[config.mk]
export PLATFORM = sky130hd
export DESIGN_NAME = instruction_fetch
export DESIGN_NICKNAME = d
export VERILOG_FILES = /design/src/rtl/ifetch_pkg.sv /design/src/rtl/next_pc_logic.sv /design/src/rtl/instruction_fetch.sv
export SDC_FILE = /design/constraint.sdc
export NUM_CORES = 1
export LEC_CHECK = 0
export CORE_MARGIN = 3
export CORE_UTILIZATION = 25
export CTS_BUF_LIST = sky130_fd_sc_hd__clkbuf_4 sky130_fd_sc_hd__clkbuf_8 sky130_fd_sc_hd__clkbuf_16
export CTS_CLUSTER_SIZE = 25
export DETAILED_ROUTE_END_ITERATION = 6
export DONT_BUFFER_PORTS = 1
export SLEW_MARGIN = 20
export SYNTH_ARGS = -nofsm -noshare
export SYNTH_HDL_FRONTEND = slang
export SYNTH_HIERARCHICAL = 1
export SYNTH_SLANG_ARGS = --single-unit
[constraint.sdc]
create_clock -name Clk -period 6.8 [get_ports Clk]
set_clock_uncertainty 0.15 [all_clocks]
set_input_delay 1.36 -clock Clk [delete_from_list [all_inputs] [get_ports Clk]]
set_output_delay 1.36 -clock Clk [all_outputs]
set_load 0.005 [all_outputs]
[src/rtl/ifetch_pkg.sv]
// Shared types and field positions for the fetch stage.
package ifetch_pkg;

  typedef enum logic [1:0] {
    IDLE  = 2'd0,
    FETCH = 2'd1,
    EXEC  = 2'd2
  } ifetch_state_t;

  localparam int INSTR_W  = 32;
  localparam int OPCODE_W = 6;

  // Word alignment; sign-extended when applied to wider address buses.
  localparam logic [INSTR_W-1:0] PC_ALIGN_MASK = 32'hFFFF_FFFC;

  localparam int OPCODE_MSB = 31;
  localparam int OPCODE_LSB = 26;
  localparam int JIDX_MSB   = 25;
  localparam int JIDX_LSB   = 0;
  localparam int IMM_MSB    = 15;
  localparam int IMM_LSB    = 0;

endpackage

[src/rtl/next_pc_logic.sv]
// Combinational next-PC selection: jump, taken branch, or sequential.
module next_pc_logic
  import ifetch_pkg::*;
#(
  parameter int ADDR_W = 32
) (
  input  logic [ADDR_W-1:0]       pc,
  input  logic [JIDX_MSB:JIDX_LSB] target_field,
  input  logic                    jump,
  input  logic                    branch,
  input  logic                    zero,
  output logic [ADDR_W-1:0]       pc_plus4,
  output logic [ADDR_W-1:0]       next_pc
);

  logic [IMM_MSB:IMM_LSB] imm;
  logic [ADDR_W-1:0]      branch_offset;
  logic [ADDR_W-1:0]      branch_target;
  logic [ADDR_W-1:0]      jump_target;

  assign imm           = target_field[IMM_MSB:IMM_LSB];
  assign pc_plus4      = pc + ADDR_W'(4);
  assign branch_offset = {{(ADDR_W-18){imm[IMM_MSB]}}, imm, 2'b00};
  assign branch_target = pc_plus4 + branch_offset;
  // The region bits come from PC+4, so a jump in the last word of a region lands in the next one.
  assign jump_target   = {pc_plus4[ADDR_W-1:28], target_field, 2'b00};

  always_comb begin
    next_pc = pc_plus4;
    if (jump) begin
      next_pc = jump_target;
    end else if (branch && zero) begin
      next_pc = branch_target;
    end
  end

endmodule

[src/rtl/instruction_fetch.sv]
// Fetch stage: PC register, IDLE/FETCH/EXEC handshake FSM and instruction register.
// Optional macro IFETCH_STALL_CNT_EN adds the FetchWaitCnt memory-wait counter.
module instruction_fetch
  import ifetch_pkg::*;
#(
  parameter int                ADDR_W   = 32,
  parameter logic [ADDR_W-1:0] RESET_PC = '0
) (
  input  logic                Clk,
  input  logic                Rst_n,
  output logic                IMemReq,
  output logic [ADDR_W-1:0]   IMemAddr,
  input  logic                IMemAck,
  input  logic [INSTR_W-1:0]  IMemRdata,
  input  logic                Stall,
  input  logic                Jump,
  input  logic                Branch,
  input  logic                Zero,
  output logic [INSTR_W-1:0]  Instr,
  output logic [OPCODE_W-1:0] Opcode,
  output logic [ADDR_W-1:0]   PC,
  output logic [ADDR_W-1:0]   PCPlus4,
  output logic                InstrValid,
  output ifetch_state_t       State
`ifdef IFETCH_STALL_CNT_EN
  ,
  output logic [31:0]         FetchWaitCnt
`endif
);

  localparam logic [ADDR_W-1:0] PC_MASK       = ADDR_W'($signed(PC_ALIGN_MASK));
  localparam logic [ADDR_W-1:0] RESET_PC_WORD = RESET_PC & PC_MASK;

  // Handshake: IMemReq rises on entry to FETCH and holds with IMemAddr constant
  // until a rising edge sees IMemAck=1; IMemAck is ignored in every other state.
  ifetch_state_t     state;
  logic [ADDR_W-1:0] next_pc;

  next_pc_logic #(
    .ADDR_W(ADDR_W)
  ) u_next_pc (
    .pc          (PC),
    .target_field(Instr[JIDX_MSB:JIDX_LSB]),
    .jump        (Jump),
    .branch      (Branch),
    .zero        (Zero),
    .pc_plus4    (PCPlus4),
    .next_pc     (next_pc)
  );

  always_ff @(posedge Clk or negedge Rst_n) begin
    if (!Rst_n) begin
      state      <= IDLE;
      PC         <= RESET_PC_WORD;
      Instr      <= '0;
      IMemReq    <= 1'b0;
      InstrValid <= 1'b0;
    end else begin
      case (state)
        IDLE: begin
          state   <= FETCH;
          IMemReq <= 1'b1;
        end
        FETCH: begin
          if (IMemAck) begin
            Instr      <= IMemRdata;
            IMemReq    <= 1'b0;
            InstrValid <= 1'b1;
            state      <= EXEC;
          end
        end
        EXEC: begin
          if (!Stall) begin
            PC         <= next_pc & PC_MASK;
            InstrValid <= 1'b0;
            IMemReq    <= 1'b1;
            state      <= FETCH;
          end
        end
        default: begin
          state      <= IDLE;
          IMemReq    <= 1'b0;
          InstrValid <= 1'b0;
        end
      endcase
    end
  end

  assign IMemAddr = PC;
  assign Opcode   = Instr[OPCODE_MSB:OPCODE_LSB];
  assign State    = state;

`ifdef IFETCH_STALL_CNT_EN
  always_ff @(posedge Clk or negedge Rst_n) begin
    if (!Rst_n) begin
      FetchWaitCnt <= '0;
    end else if (state == FETCH && !IMemAck && FetchWaitCnt != 32'hFFFF_FFFF) begin
      FetchWaitCnt <= FetchWaitCnt + 32'd1;
    end
  end
`endif

endmodule

==> summary.log <==
[setup_path] cell chain of the critical path and4_1, nand4_1, nor2_1, xor2_1, ha_1, and3_1, a31oi_1, nand2_1, a221oi_2, o21a_2, xor2_1, o21ai_0, mux2_2, mux2_2
[setup_path] biggest cell delay along the critical path 0.54 ns
[clock_network] deepest level of the CTS H-tree 3
[logic_synthesis] Mapped Cells 589
[hold_path] source of the worst hold timing path Instr[24]
[detailed_routing] via density per instance 5.03
[clock_network] clock sink count 65
[run_status] result of the run complete, no violations
[detailed_routing] violation count after the first detailed-routing iteration 353
[hold_path] classification of the worst-slack hold path reg -> reg
[finish] Net count, final 619
[setup_path] kind of end point of the critical path register
[finish] final std cells w/o fill 829
[finish] utilization of the core after routing 0.268
[clock_network] CTS root buffer clkbuf_16
[pwr] clock share of power 0.142
[pwr] Power Dens Cells 619 nW/um^2
[logic_synthesis] number of warning messages in the yosys log 6
[detailed_routing] DRC violation count after routing 0
[pwr] internal cell power 1880 uW
[setup_path] Buf+Inv Stages, Crit Path 0
[placement] Worst Setup Slack post-DPL 2.30 ns
[setup_path] maximum fanout count along the critical path 8
[clock_network] Clock Path Buffers 2
[sta] headroom to the max-slew limit 0.358
[setup_path] critical path's slowest cell dfrtp_1
[setup_path] required time of the critical path 6.87 ns
[sta] minimum period implied by the final worst setup slack 4.47 ns
[placement] placed cell count 812
[sta] number of failing hold endpoints at the final stage 0
[clock_network] hold-fix buffer count after cts 0
[clock_network] TritonCTS clock tree yes
[clock_network] clock network latency to the later pin of the worst-skew pair 0.34 ns
[placement] number of port buffers 0
[setup_path] delay-heaviest family, CP simple AND/OR/NAND/NOR gates
[floorplan] number of rows created at floorplan 54
[grt] antenna violations before repair 4
[floorplan] DIE HEIGHT 156 um
[placement] estimated wirelength of the detail-placed design 12400 um
[placement] Post-DP Area 5550 sq um
[detailed_routing] via count 4167
[sta] number of failing setup endpoints in the final timing report 0
[finish] layout filler cell count 2367
[clock_network] post-cts resize count 0
[sta] setup slack after layout 2.33 ns
[setup_path] Worst Setup SP IMemAddr[4]
[detailed_routing] post-DR wirelength/cell 19.7 um
[placement] routability cong. 0.889
[pwr] share of total power in sequential cells 0.265
[setup_path] Crit Path Class reg -> reg
[logic_synthesis] area of the mapped netlist 5600 sq um
[pwr] Gate power share 0.593
[pwr] switch share 0.482
[sta] final max-slew violation count 0
[pwr] static leakage 0.00261 uW
[detailed_routing] total length of routed wires 16300 um
[finish] fraction of final layout cells sized beyond drive strength 1 0.190
[sta] Max Fclk 0.224 GHz
[floorplan] CORE AREA 21900 sq um
[sta] setup repair after global routing missed its margin no
[floorplan] number of top-level pins 177
[grt] sum of overflow across all layers after global routing 0
[finish] area overhead of the layout relative to synthesis 4.99%
[setup_path] data arrival at the endpoint of the critical path 4.54 ns
[clock_network] Clk pin slew, worst setup/hold paths 0.07 ns
[pwr] Max IR drop VDD 0.000299 V
[run] number of maximum-capacitance constraint violations 0
[detailed_routing] first drt pass iteration count 6
[logic_synthesis] average cell area after synthesis 9.50 sq um
[sta] period utilisation layout 0.657
[grt] combined global-route utilization of all metal layers 0.133
[clock_network] number of buffers added by the clock tree synthesis step 9
[grt] first-pass GRT wire length 24800 um
[sta] Worst Max-Slew Pin Slew 0.962 ns
[setup_path] Worst Setup Start Kind register
[finish] total non-filler cell area in the finished layout 5880 sq um
[sta] accumulated negative setup slack 0 ns
[grt] maximum number of pins on one net before global-route repair 66
[grt] number of global-route vias before repair 4138
[floorplan] Initial Util 0.256
[pwr] sw power 1760 uW
[detailed_routing] remaining antenna violation count 0
[floorplan] Die X-Extent 156 um
[clock_network] total setup buffers inserted after CTS 0
[setup_path] RR Startpoint IMemAddr[4]
[floorplan] area of the die 24200 sq um
## worst paths after layout
| check | end | slack (ns) | depth (start not counted) |
|---|---|---|---|
| min in group asynchronous | IMemAddr[10] | 0.57 | 0 |
| max in group asynchronous | Instr[26] | 5.78 | 0 |
| worst min register to register | Instr[24] | 0.42 | 1 |
| worst max register to register | IMemAddr[23] | 2.33 | 14 |
| worst max-delay path | IMemAddr[23] | 2.33 | 14 |
| worst min-delay path | Instr[24] | 0.42 | 1 |
## per-layer routing
layer	GRT usage	part of all wire	vias up
li1	-	-	1963
met1	0.158	0.41	2012
met2	0.217	0.47	150
met3	0.0519	0.085	36
met4	0.0500	0.030	6
met5	0	0.0030	-
## per-stage QoR
step / hold slack (ns) / total power [uW]
after floorplan: 0.373 / 2750
after global placement: 0.405 / 3090
after detailed placement: 0.410 / 3120
after CTS: 0.425 / 3660
after global routing: 0.440 / 3960
final: 0.419 / 3640
## layout by cell type, fill, tap and decap left out, types with 3 or more instances in the layout
cell type  count
a211oi_1       6
a21o_1        16
a21oi_1       46
a21oi_2        3
a221oi_2       3
a31oi_1        4
and3_1        12
buf_4          4
clkbuf_16      9
conb_1         6
dfrtp_1       65
ha_1          36
inv_1         18
mux2_1        10
mux2_2        34
mux2_4        29
mux2i_1        3
nand2_1       44
nand3_1       14
nand4_1       11
nor2_1        38
nor2b_1        3
nor3_1         9
o21ai_0       21
o21ai_1        3
o21bai_1       7
xnor2_1       28
xor2_1        24
## registers in the layout (all words and copies together), names as in the netlist
register and cells:
IMemAddr 30, InstrValid 1, Instr 32, State 2
## power groups by stage
| stage | combinational, uW | sequential [uW] | clock, uW |
|---|---|---|---|
| floorplan | 1940 | 817 | 0 |
| global placement | 2110 | 980 | 0 |
| detailed placement | 2140 | 981 | 0 |
| CTS | 2150 | 977 | 538 |
| global route | 2390 | 1020 | 551 |
| finish | 2160 | 965 | 515 |
## worst register-to-register path: stages, from the launching register on
cell	delay, ns
dfrtp_1	0.54
and4_1	0.31
nand4_1	0.23
nor2_1	0.28
xor2_1	0.34
ha_1	0.38
and3_1	0.24
a31oi_1	0.37
nand2_1	0.22
a221oi_2	0.30
o21a_2	0.22
xor2_1	0.15
o21ai_0	0.09
mux2_2	0.27
mux2_2	0.26
## area by class of cell
| type | count | area [sq um] | share of cell area |
|---|---|---|---|
| multi-input cells | 445 | 3470 | 0.591 |
| flip-flops and latches | 65 | 1630 | 0.277 |
| well taps | 280 | 350 | 0.0596 |
| clock buffers | 10 | 233 | 0.0396 |
| clock inverters | 6 | 92.6 | 0.0158 |
| inverters | 18 | 67.6 | 0.0115 |
| repair buffers | 4 | 30.0 | 0.00511 |
| diodes | 1 | 2.50 | 0.000426 |
Note: power is estimated with default switching activity, not from simulation.
